### config.mk
export PLATFORM = sky130hd
export DESIGN_NAME = fastfir_taploader
export DESIGN_NICKNAME = d
export VERILOG_FILES = /design/src/rtl/fastfir_taploader_pkg.sv /design/src/rtl/fastfir_taploader.sv
export SDC_FILE = /design/constraint.sdc
export NUM_CORES = 1
export LEC_CHECK = 0
export CELL_PAD_IN_SITES_DETAIL_PLACEMENT = 1
export CELL_PAD_IN_SITES_GLOBAL_PLACEMENT = 2
export CORE_MARGIN = 3
export CORE_UTILIZATION = 28
export DETAILED_ROUTE_END_ITERATION = 6
export GPL_TIMING_DRIVEN = 0
export PLACE_DENSITY = 0.95
export SYNTH_ARGS = -nofsm -noshare
export SYNTH_HDL_FRONTEND = slang
export SYNTH_SLANG_ARGS = --single-unit
### constraint.sdc
create_clock -name i_clk -period 2.9 [get_ports i_clk]
set_input_delay 0.58 -clock i_clk [delete_from_list [all_inputs] [get_ports i_clk]]
set_output_delay 0.58 -clock i_clk [all_outputs]
set_load 0.05 [all_outputs]
### src/rtl/fastfir_taploader_pkg.sv
// Shared definitions for the fast FIR tap loader: FSM encoding, address-width
// helper and the coefficient load order shared with FIR reference models.
package fastfir_taploader_pkg;

    typedef enum logic [1:0] {
        ST_IDLE  = 2'd0,
        ST_LOAD  = 2'd1,
        ST_DRAIN = 2'd2
    } tl_state_e;

    // Coefficients are streamed from the highest address down, so coefficient 0
    // is the last one written and ends at the head of the FIR tap line.
    localparam bit TAP_LOAD_HIGH_TO_LOW = 1'b1;

    function automatic int lg_ntaps(input int n);
        int r;
        r = 0;
        for (int i = 0; i < 31; i++) begin
            if ((1 << i) < n) begin
                r = i + 1;
            end
        end
        return r;
    endfunction

endpackage

### src/rtl/fastfir_taploader.sv
// Streams NTAPS coefficients from coefficient memory into a reloadable fast FIR,
// gating the filter's sample clock-enable until the complete tap set has landed.
//
// state    | meaning
// ---------+-------------------------------------------------------------
// ST_IDLE  | no load in progress; samples pass through to the FIR
// ST_LOAD  | one coefficient read per cycle, address walking the tap set
// ST_DRAIN | final tap write in flight; done/loaded asserted on exit
module fastfir_taploader
    import fastfir_taploader_pkg::*;
#(
    parameter  int NTAPS   = 128,
    parameter  int TW      = 12,
    localparam int LGNTAPS = lg_ntaps(NTAPS)
) (
    input  logic               i_clk,
    input  logic               i_areset_n,
    input  logic               i_start,
    input  logic               i_abort,
    output logic               o_mem_rd,
    output logic [LGNTAPS-1:0] o_mem_addr,
    input  logic [TW-1:0]      i_mem_data,
    output logic               o_tap_wr,
    output logic [TW-1:0]      o_tap,
    input  logic               i_ce,
    output logic               o_ce,
    output logic               o_busy,
    output logic               o_done,
    output logic               o_loaded,
    output logic               o_dropped
);

    localparam logic [LGNTAPS-1:0] FIRST_ADDR =
        TAP_LOAD_HIGH_TO_LOW ? LGNTAPS'(NTAPS - 1) : '0;
    localparam logic [LGNTAPS-1:0] FINAL_ADDR =
        TAP_LOAD_HIGH_TO_LOW ? '0 : LGNTAPS'(NTAPS - 1);

    tl_state_e          state_q, state_d;
    logic [LGNTAPS-1:0] addr_q, addr_d;
    logic               tap_wr_q, tap_wr_d;
    logic [TW-1:0]      tap_q, tap_d;
    logic               done_q, done_d;
    logic               loaded_q, loaded_d;
    logic               mem_rd;
    logic               busy;

    always_ff @(posedge i_clk or negedge i_areset_n) begin
        if (!i_areset_n) begin
            state_q  <= ST_IDLE;
            addr_q   <= '0;
            tap_wr_q <= 1'b0;
            tap_q    <= '0;
            done_q   <= 1'b0;
            loaded_q <= 1'b0;
        end else begin
            state_q  <= state_d;
            addr_q   <= addr_d;
            tap_wr_q <= tap_wr_d;
            tap_q    <= tap_d;
            done_q   <= done_d;
            loaded_q <= loaded_d;
        end
    end

    always_comb begin
        state_d  = state_q;
        addr_d   = addr_q;
        done_d   = 1'b0;
        loaded_d = loaded_q;
        mem_rd   = (state_q == ST_LOAD);

        if (i_abort) begin
            state_d  = ST_IDLE;
            loaded_d = 1'b0;
        end else begin
            case (state_q)
                ST_IDLE: begin
                    if (i_start) begin
                        state_d  = ST_LOAD;
                        addr_d   = FIRST_ADDR;
                        loaded_d = 1'b0;
                    end
                end
                ST_LOAD: begin
                    // Counter parks on the final address; it only reloads on start.
                    if (addr_q == FINAL_ADDR) begin
                        state_d = ST_DRAIN;
                    end else if (TAP_LOAD_HIGH_TO_LOW) begin
                        addr_d = addr_q - LGNTAPS'(1);
                    end else begin
                        addr_d = addr_q + LGNTAPS'(1);
                    end
                end
                ST_DRAIN: begin
                    state_d  = ST_IDLE;
                    done_d   = 1'b1;
                    loaded_d = 1'b1;
                end
                default: begin
                    state_d = ST_IDLE;
                end
            endcase
        end

        tap_wr_d = mem_rd && !i_abort;
        // Read data arrives alongside the write strobe; hold it for the idle cycles.
        tap_d    = tap_wr_q ? i_mem_data : tap_q;
    end

    assign busy       = (state_q != ST_IDLE);
    assign o_mem_rd   = mem_rd;
    assign o_mem_addr = addr_q;
    assign o_tap_wr   = tap_wr_q;
    assign o_tap      = tap_wr_q ? i_mem_data : tap_q;
    assign o_busy     = busy;
    assign o_done     = done_q;
    assign o_loaded   = loaded_q;
    // No sample reaches the FIR while reset is asserted or a tap set is partial.
    assign o_ce       = i_areset_n && i_ce && !busy;
    assign o_dropped  = i_ce && busy;

endmodule

* After elaboration in Yosys (flattened, before gate mapping)
Index checks and enable logic that the tools add are counted.
** Word-level totals
- Latch bits :: 0
- Bits in registers :: 24
- Memory bits (writable) :: 0
- Bits in read-only memories :: 0
- Output and inout bits :: 26
- Memories kept :: 0
** Operators by class
- Div/mod/pow operators :: 0
- Multiplexer cells :: 13
- Equal/unequal tests :: 6
- $lt $le $gt $ge :: 0
- Multipliers :: 0
- Bitwise gates (word level) :: 1
- Reduce and logical (&&, ||, !) cells :: 14
- Shift-type cells :: 0
- Add/sub/neg operators :: 1
** Operators by type and width (number)
- $mux 7 :: 2
- $pmux 7 s2 :: 1
- $mux 12 :: 1
- $logic_not 7->1 :: 1
- $sub 7x1->7 const B :: 1
- $mux 2 :: 3
- $logic_and 1x1->1 :: 4
- $mux 1 :: 4
- $ne 2x2->1 const B :: 2
- $pmux 2 s2 :: 1
- $reduce_and 2->1 :: 2
- $reduce_and 4->1 :: 1
- $reduce_bool 2->1 :: 2
- $ne 3x2->1 const B :: 1
- $ne 3x3->1 const B :: 1
- $reduce_bool 3->1 :: 1
- $eq 2x1->1 const B :: 1
- $eq 2x2->1 const B :: 1
- $logic_not 1->1 :: 2
- $logic_not 2->1 :: 1
- $pmux 1 s2 :: 1
- $not 1->1 :: 1

* Logic depth before layout (Yosys ltp)
Gate-level depths: netlist of run 1.
- Word-level depth :: 4
- Mapped depth :: 6
- Mapped depth without buffers :: 6

* Worst setup path after synthesis of run 1
OpenSTA, ideal clock, no wires.
- Path type :: reg-to-output
- From :: register state_q[1]
- To :: output o_ce
- Data arrival time :: 1625 ps
- Cell stages (with the launch flop) :: 3
- Path slack :: 695 ps
- Required time :: 2320 ps
- Cells stage by stage :: dfrtp_1 -> or2_1 -> nor2_1
** On the way
- Cells in the longest elaborated chain, start to end :: 3
** RTL lines
- start, declared :: line fastfir_taploader.sv:38 : tl_state_e state_q, state_d;
- start signal, assigned :: line fastfir_taploader.sv:56 : state_q <= state_d;
- $reduce_bool 2->1 :: line fastfir_taploader.sv:110 : assign busy = (state_q != ST_IDLE);
- via o_busy :: line fastfir_taploader.sv:27 : output logic o_busy,
- $logic_not 1->1 :: line fastfir_taploader.sv:119 : assign o_ce = i_areset_n && i_ce && !busy;
- $logic_and 1x1->1 :: line fastfir_taploader.sv:119
- end, declared :: line fastfir_taploader.sv:26 : output logic o_ce,
The timed path passes the listed nets, and every way through them passes these cells.

* Worst setup path in the final report of run 1
- From :: register tap_wr_q (netlist: o_tap_wr)
- To :: output o_tap[3]
** On the way
- Cells in the longest elaborated chain, start to end :: 1
** RTL lines
- start, declared :: line fastfir_taploader.sv:40 : logic tap_wr_q, tap_wr_d;
- start signal, assigned :: line fastfir_taploader.sv:58 : tap_wr_q <= tap_wr_d;
- $mux 12 :: line fastfir_taploader.sv:114 : assign o_tap = tap_wr_q ? i_mem_data : tap_q;
- end, declared :: line fastfir_taploader.sv:24 : output logic [TW-1:0] o_tap,
No other way between the ends.

==> results of run 1 <==
==> area by class of cell <==
type,instances,area share
plain buffers,1,0.003120
clock buffers,3,0.02574
clock inverters,1,0.01872
inverters,3,0.007020
multi-input cells,57,0.2761
flip-flops and latches,24,0.3744
well taps,46,0.03588
repair buffers,42,0.2590
==> where the power goes <==
| group | switching (mW) | total [mW] | internal (mW) |
|---|---|---|---|
| clock | 0.102 | 0.286 | 0.184 |
| sequential | 0.0195 | 0.394 | 0.375 |
| combinational | 0.225 | 0.358 | 0.133 |
==> per-stage QoR <==
step                      setup slack, ps  hold WS [ps]  setup TNS, ps  cell area [um^2]    util
after floorplan                     695.4         284.4              0              1059       -
after global placement             -540.8         477.9         -540.8              1536  0.4397
after detailed placement           -582.8         491.2         -582.8              1536  0.4397
after CTS                           51.84         434.8              0              1609  0.4604
after global routing                96.71         324.2              0              1604  0.4590
final                               275.2         286.2              0              1604  0.4590
==> kinds of logic (layout without fill, tap and decap cells) <==
logic type | Yosys count | in the layout | synth area share
AO/OA/AOI/OAI | 17 | 17 | 0.1076
XOR/XNOR | 1 | 1 | 0.008276
adder cells (fa/ha/maj) | 2 | 2 | 0.02364
buffers and inverters | 4 | 50 | 0.01418
flip-flops | 24 | 24 | 0.5674
multiplexers | 13 | 13 | 0.1383
AND/OR/NAND/NOR | 24 | 24 | 0.1407
==> repair_timing <==
item	in CTS	in global routing
endpoints found under the setup margin	1	7
hold buffers	0	0
gates resized for setup	3	3
==> routing by layer <==
metal	GRT usage	routed length, um
met5	0	0
met4	0.04557	19
met3	0.02662	249
met2	0.2224	1265
met1	0.1325	1078
==> path summary, 6_finish.rpt <==
| path | startpoint | end | slack, ps | cells past startpoint |
|---|---|---|---|---|
| setup / recovery | o_tap_wr$_DFF_PN0_ | o_tap[3] | 280 | 3 |
| hold / removal | i_areset_n | tap_q[8]$_DFF_PN0_ | 290 | 1 |
| setup reg to reg | o_mem_addr[4]$_DFFE_PN0P_ | o_mem_addr[0]$_DFFE_PN0P_ | 1200 | 4 |
| hold reg to reg | tap_q[4]$_DFF_PN0_ | tap_q[4]$_DFF_PN0_ | 510 | 1 |
| max in group asynchronous | i_areset_n | tap_q[11]$_DFF_PN0_ | 2240 | 1 |
| min in group i_clk | tap_q[4]$_DFF_PN0_ | tap_q[4]$_DFF_PN0_ | 510 | 1 |
==> cell usage after synthesis, types with 2 or more instances <==
| cell | n |
|---|---|
| nand3_1 | 3 |
| o22ai_1 | 2 |
| inv_1 | 3 |
| nand2_1 | 3 |
| mux2_2 | 13 |
| nor2b_1 | 2 |
| and2_1 | 2 |
| nor2_1 | 5 |
| ha_1 | 2 |
| o21ai_0 | 3 |
| dfrtp_1 | 24 |
| nand2b_1 | 2 |
| a21oi_1 | 3 |
| o21ai_1 | 2 |
| a2bb2oi_1 | 2 |
| o21a_1 | 2 |
==> flip-flops by register name, summed over array words and instances (netlist names) <==
name	cells
o_done	1
o_loaded	1
o_mem_addr	7
o_tap_wr	1
state_q	2
tap_q	12
==> critical path, stage by stage, from the launching register on <==
cell             delay [ps]
dfrtp_1                 410
clkbuf_2                280
mux2_2                  380
clkdlybuf4s50_1         720
==> results by group, run 1 <==
Run status
  • Run status: complete, no violations

Critical path
  • Critical path arrival: 2040 ps
  • Worst endpoint required time: 2320 ps
  • Crit. End Element: output pin
  • Crit Path Class: flip-flop to output pin
  • Crit path max fanout: 10
  • CP Launch Type: flip-flop

Clock network
  • H-Tree Depth: 1
  • Total CTS buffers: 3
  • Root Buffer: clkbuf_8
  • Setup Buffers After CTS: 0
  • Clock sink total: 24
  • Worst-case clock buffer depth: 2
  • CTS tree: yes
  • Clk_lat worst skew: 260 ps
  • Clock transition at path regs: 90 ps

Timing
  • Worst-margin pin slew: 543.2 ps
  • RSZ-0062 raised after global routing: no
  • Final hold vios: 0
  • Pins Over Slew Limit: 0
  • F_max: 381.0 MHz
  • Final worst path period need: 2625 ps
  • Endpoints failing setup: 0
  • Fin crit share: 0.9051
  • Worst Skew: 11.07 ps
  • Max-slew headroom: 0.6379

Yosys
  • Synth Register Bits: 24
  • Sequential cell area fraction in the yosys report: 0.5674
  • Post-synthesis cell type count: 28
  • Top-area cell type share of the netlist area: 0.5674
  • Post-Syn Area: 0.001059 mm^2
  • Post-synth top area cell: dfrtp_1
  • Warnings, synthesis: 0
  • Avg Cell Area, Syn: 12.45 um^2
  • Gate Count Post-Synth: 85
  • Post-synth EDFFs: 0
  • Post-synth net total: 104
  • Asr flop ratio synth: 1.000
  • Ys flop type: dfrtp_1
  • Synth area leaders: dfrtp_1 (57%), mux2_2 (14%), ha_1 (2.4%), nor2_1 (1.8%), nor3b_4 (1.8%)

Place
  • RD Place Congestion: 0.6869
  • Hpwl dp: 2.013 mm
  • PortBufs: 42
  • Placed Cells: 173

Route
  • Number of iterations in the first detailed-routing pass: 3
  • Via/cell ratio: 4.689
  • Vias post-DR: 830
  • DRC errors left: 0
  • DR WL/cell: 14.76 um
  • Post-route ant nets: 0
  • Initial DRC Count: 17
  • Total wire length: 2.613 mm

Power
  • Max IR drop VDD: 0.2183 mV
  • Pwr dens: 647.5 mW/mm^2
  • Design Power: 1.039 mW
  • LEAKAGE: 0.6344 nW

Floorplan
  • Initial Utilization: 0.3029
  • Die area: 0.004554 mm^2
  • Chip Width: 67.49 um
  • Die height: 67.49 um
  • Core area: 0.003495 mm^2
  • I/O pin cnt: 43
  • # rows: 21

Finish
  • Sequential cell area: 600.6 um^2
  • Layout cell share with drive strength beyond 1: 0.1756
  • Post-layout nets: 151
  • Most frequent cells in the layout: clkdlybuf4s50_1 (41), dfrtp_1 (24), mux2_2 (13)
  • Non-Filler Instances: 177
  • Area occupied by multi-input gates: 442.9 um^2
  • Antenna Cells: 0
  • Area Growth Syn to Fin: 51.54%
  • Number of fill cells in the layout: 379
  • Commonest non-fill, non-tap cell in the layout: clkdlybuf4s50_1

Run
  • Max cap viols: 0

Global routing
  • GRT Resource Usage Total: 0.1204
  • Vias in the first global route: 902
  • Initial antenna violation count: 0
  • Largest net degree at the start of global routing: 26
  • Grt total ovfl: 0
  • First-pass GRT wire length: 4.195 mm

Hold path
  • Tightest Hold Check Type: primary input to async pin
No activity file was read; power rests on OpenSTA's default activity.
==> run 2: changes to the inputs <==
Settings changed: CORE_UTILIZATION 28 to 26, PLACE_DENSITY 0.95 to 0.9.
Clock period 2.9 ns to 3 ns, I/O delays scaled along.
==> run 2 against run 1 <==
Compared with the run above:
- wire length increased by 0.27%
- highest routed layer unchanged
- combinational power down 3%
- cell count rose by 1.1%
- hold slack better by 18 ps
- clock power down 23%
- critical path depth unchanged
- largest power group unchanged
- sequential cell count did not move
==> results by group, run 2 (same netlist as run 1, synthesis figures left out) <==
Power
  • Pwr dens: 595.7 mW/mm^2
  • Max IR drop VDD: 0.1719 mV
  • LEAKAGE: 0.6242 nW

Timing
  • RSZ-0062 raised after global routing: no
  • Max-slew headroom: 0.6376
  • TNS Setup: 0 ps
  • Worst-margin pin slew: 543.7 ps
  • Final hold vios: 0
  • Endpoints failing setup: 0
  • Worst Skew: 7.540 ps
  • Fin crit share: 0.9482
  • F_max: 351.6 MHz
  • Hold Slack: 304.6 ps
  • Setup ws final: 155.5 ps
  • Pins Over Slew Limit: 0
  • Final worst path period need: 2844 ps

Place
  • PortBufs: 42
  • Place WS: -605.4 ps
  • Hpwl dp: 2.033 mm
  • Placed standard-cell area: 0.001539 mm^2
  • RD Place Congestion: 0.7346

Hold path
  • Tightest Hold Check Type: primary input to async pin

Route
  • Number of iterations in the first detailed-routing pass: 3
  • Total wire length: 2.620 mm
  • DRC errors left: 0
  • Via/cell ratio: 4.592
  • Post-route ant nets: 0
  • Vias post-DR: 822
  • DR WL/cell: 14.64 um
  • Initial DRC Count: 16

Floorplan
  • Chip Width: 69.81 um
  • Die height: 69.81 um
  • Die area: 0.004873 mm^2
  • Initial Utilization: 0.2787
  • I/O pin cnt: 43
  • Core area: 0.003799 mm^2
  • # rows: 22

Clock network
  • Clk_lat worst skew: 260 ps
  • Clock transition at path regs: 90 ps
  • Worst-case clock buffer depth: 2
  • Total CTS buffers: 3
  • Clock sink total: 24
  • Setup Buffers After CTS: 0
  • CTS tree: yes
  • H-Tree Depth: 1
  • Root Buffer: clkbuf_8

Global routing
  • Grt total ovfl: 0
  • Initial antenna violation count: 0
  • Largest net degree at the start of global routing: 26
  • Vias in the first global route: 943
  • GRT Resource Usage Total: 0.1136
  • First-pass GRT wire length: 4.533 mm

Finish
  • Post-layout nets: 151
  • Layout Utilization: 0.4183
  • Largest Register: tap_q
  • Area Growth Syn to Fin: 50.12%
  • Layout cell share with drive strength beyond 1: 0.1679
  • Most frequent cells in the layout: clkdlybuf4s50_1 (41), dfrtp_1 (24), mux2_2 (13)
  • Antenna Cells: 0
  • Max reg flops: 12
  • Number of fill cells in the layout: 422
  • Commonest non-fill, non-tap cell in the layout: clkdlybuf4s50_1
  • Final Instance Area: 0.001589 mm^2

Critical path
  • CP Launch Type: flip-flop
  • Worst endpoint required time: 2400 ps
  • R2R Path Start: o_mem_addr[0]$_DFFE_PN0P_
  • Critical path cell sequence: buf_1 -> mux2_2 -> clkdlybuf4s50_1
  • Crit-path slowest cell: clkdlybuf4s50_1
  • Number of buffers and inverters on the critical path: 2
  • Slowest cell delay on critical path: 700 ps
  • Crit Path Class: flip-flop to output pin
  • Crit. End Element: output pin
  • Critical path arrival: 2240 ps
  • Delay-heaviest family, CP: buffers and inverters
  • R2R Setup Slk: 1290 ps
  • Crit path max fanout: 10
  • Crit. Startpoint: o_tap_wr$_DFF_PN0_

Run
  • Max cap viols: 0

Run status
  • Run status: complete, no violations
run 2: changes by cell type in the layout (fill, tap and decap cells not counted):
cell and change:
bufinv_16 -1, clkbuf_8 +1, clkbuf_2 -1, buf_1 +1
run 2: worst paths after layout:
path,to,cells after the start
max in group asynchronous,tap_q[0]$_DFF_PN0_,1
min,tap_q[6]$_DFF_PN0_,1
min reg2reg,tap_q[6]$_DFF_PN0_,1
max,o_tap[8],3
min in group i_clk,tap_q[6]$_DFF_PN0_,1
max reg2reg,o_mem_addr[6]$_DFFE_PN0P_,6
run 2: per-stage QoR:
stage	std cells	total power, mW
floorplan	85	0.6079
global placement	175	0.7280
detailed placement	175	0.7402
CTS	179	0.9602
global route	179	0.9907
finish	179	0.9466
run 2: power breakdown:
group,internal (mW),switching (mW)
sequential,0.362,0.0185
clock,0.117,0.102
combinational,0.129,0.218
total,0.608,0.338
run 2: layout make-up:
| class | instances | area [um^2] | share of cell area |
|---|---|---|---|
| multi-input cells | 57 | 442.9 | 0.2787 |
| flip-flops and latches | 24 | 600.6 | 0.3780 |
| inverters | 3 | 11.26 | 0.007087 |
| clock buffers | 4 | 55.05 | 0.03465 |
| repair buffers | 42 | 415.4 | 0.2614 |
| well taps | 48 | 60.06 | 0.03780 |
| plain buffers | 1 | 3.754 | 0.002362 |
run 2: repair_timing:
| item | 4_1_cts | 5_1_grt |
|---|---|---|
| endpoints found under the hold margin | 0 | 0 |
| resized for setup | 3 | 2 |
| hold buffers | 0 | 0 |
| endpoints found under the setup margin | 1 | 1 |
run 2: layer usage:
layer / part of all wire / track usage / vias to the layer above
li1: - / - / 389
met1: 0.42 / 0.1354 / 399
met2: 0.51 / 0.1952 / 32
met3: 0.068 / 0.03188 / 2
met4: 0.0031 / 0.03830 / 0
met5: 0 / 0 / -
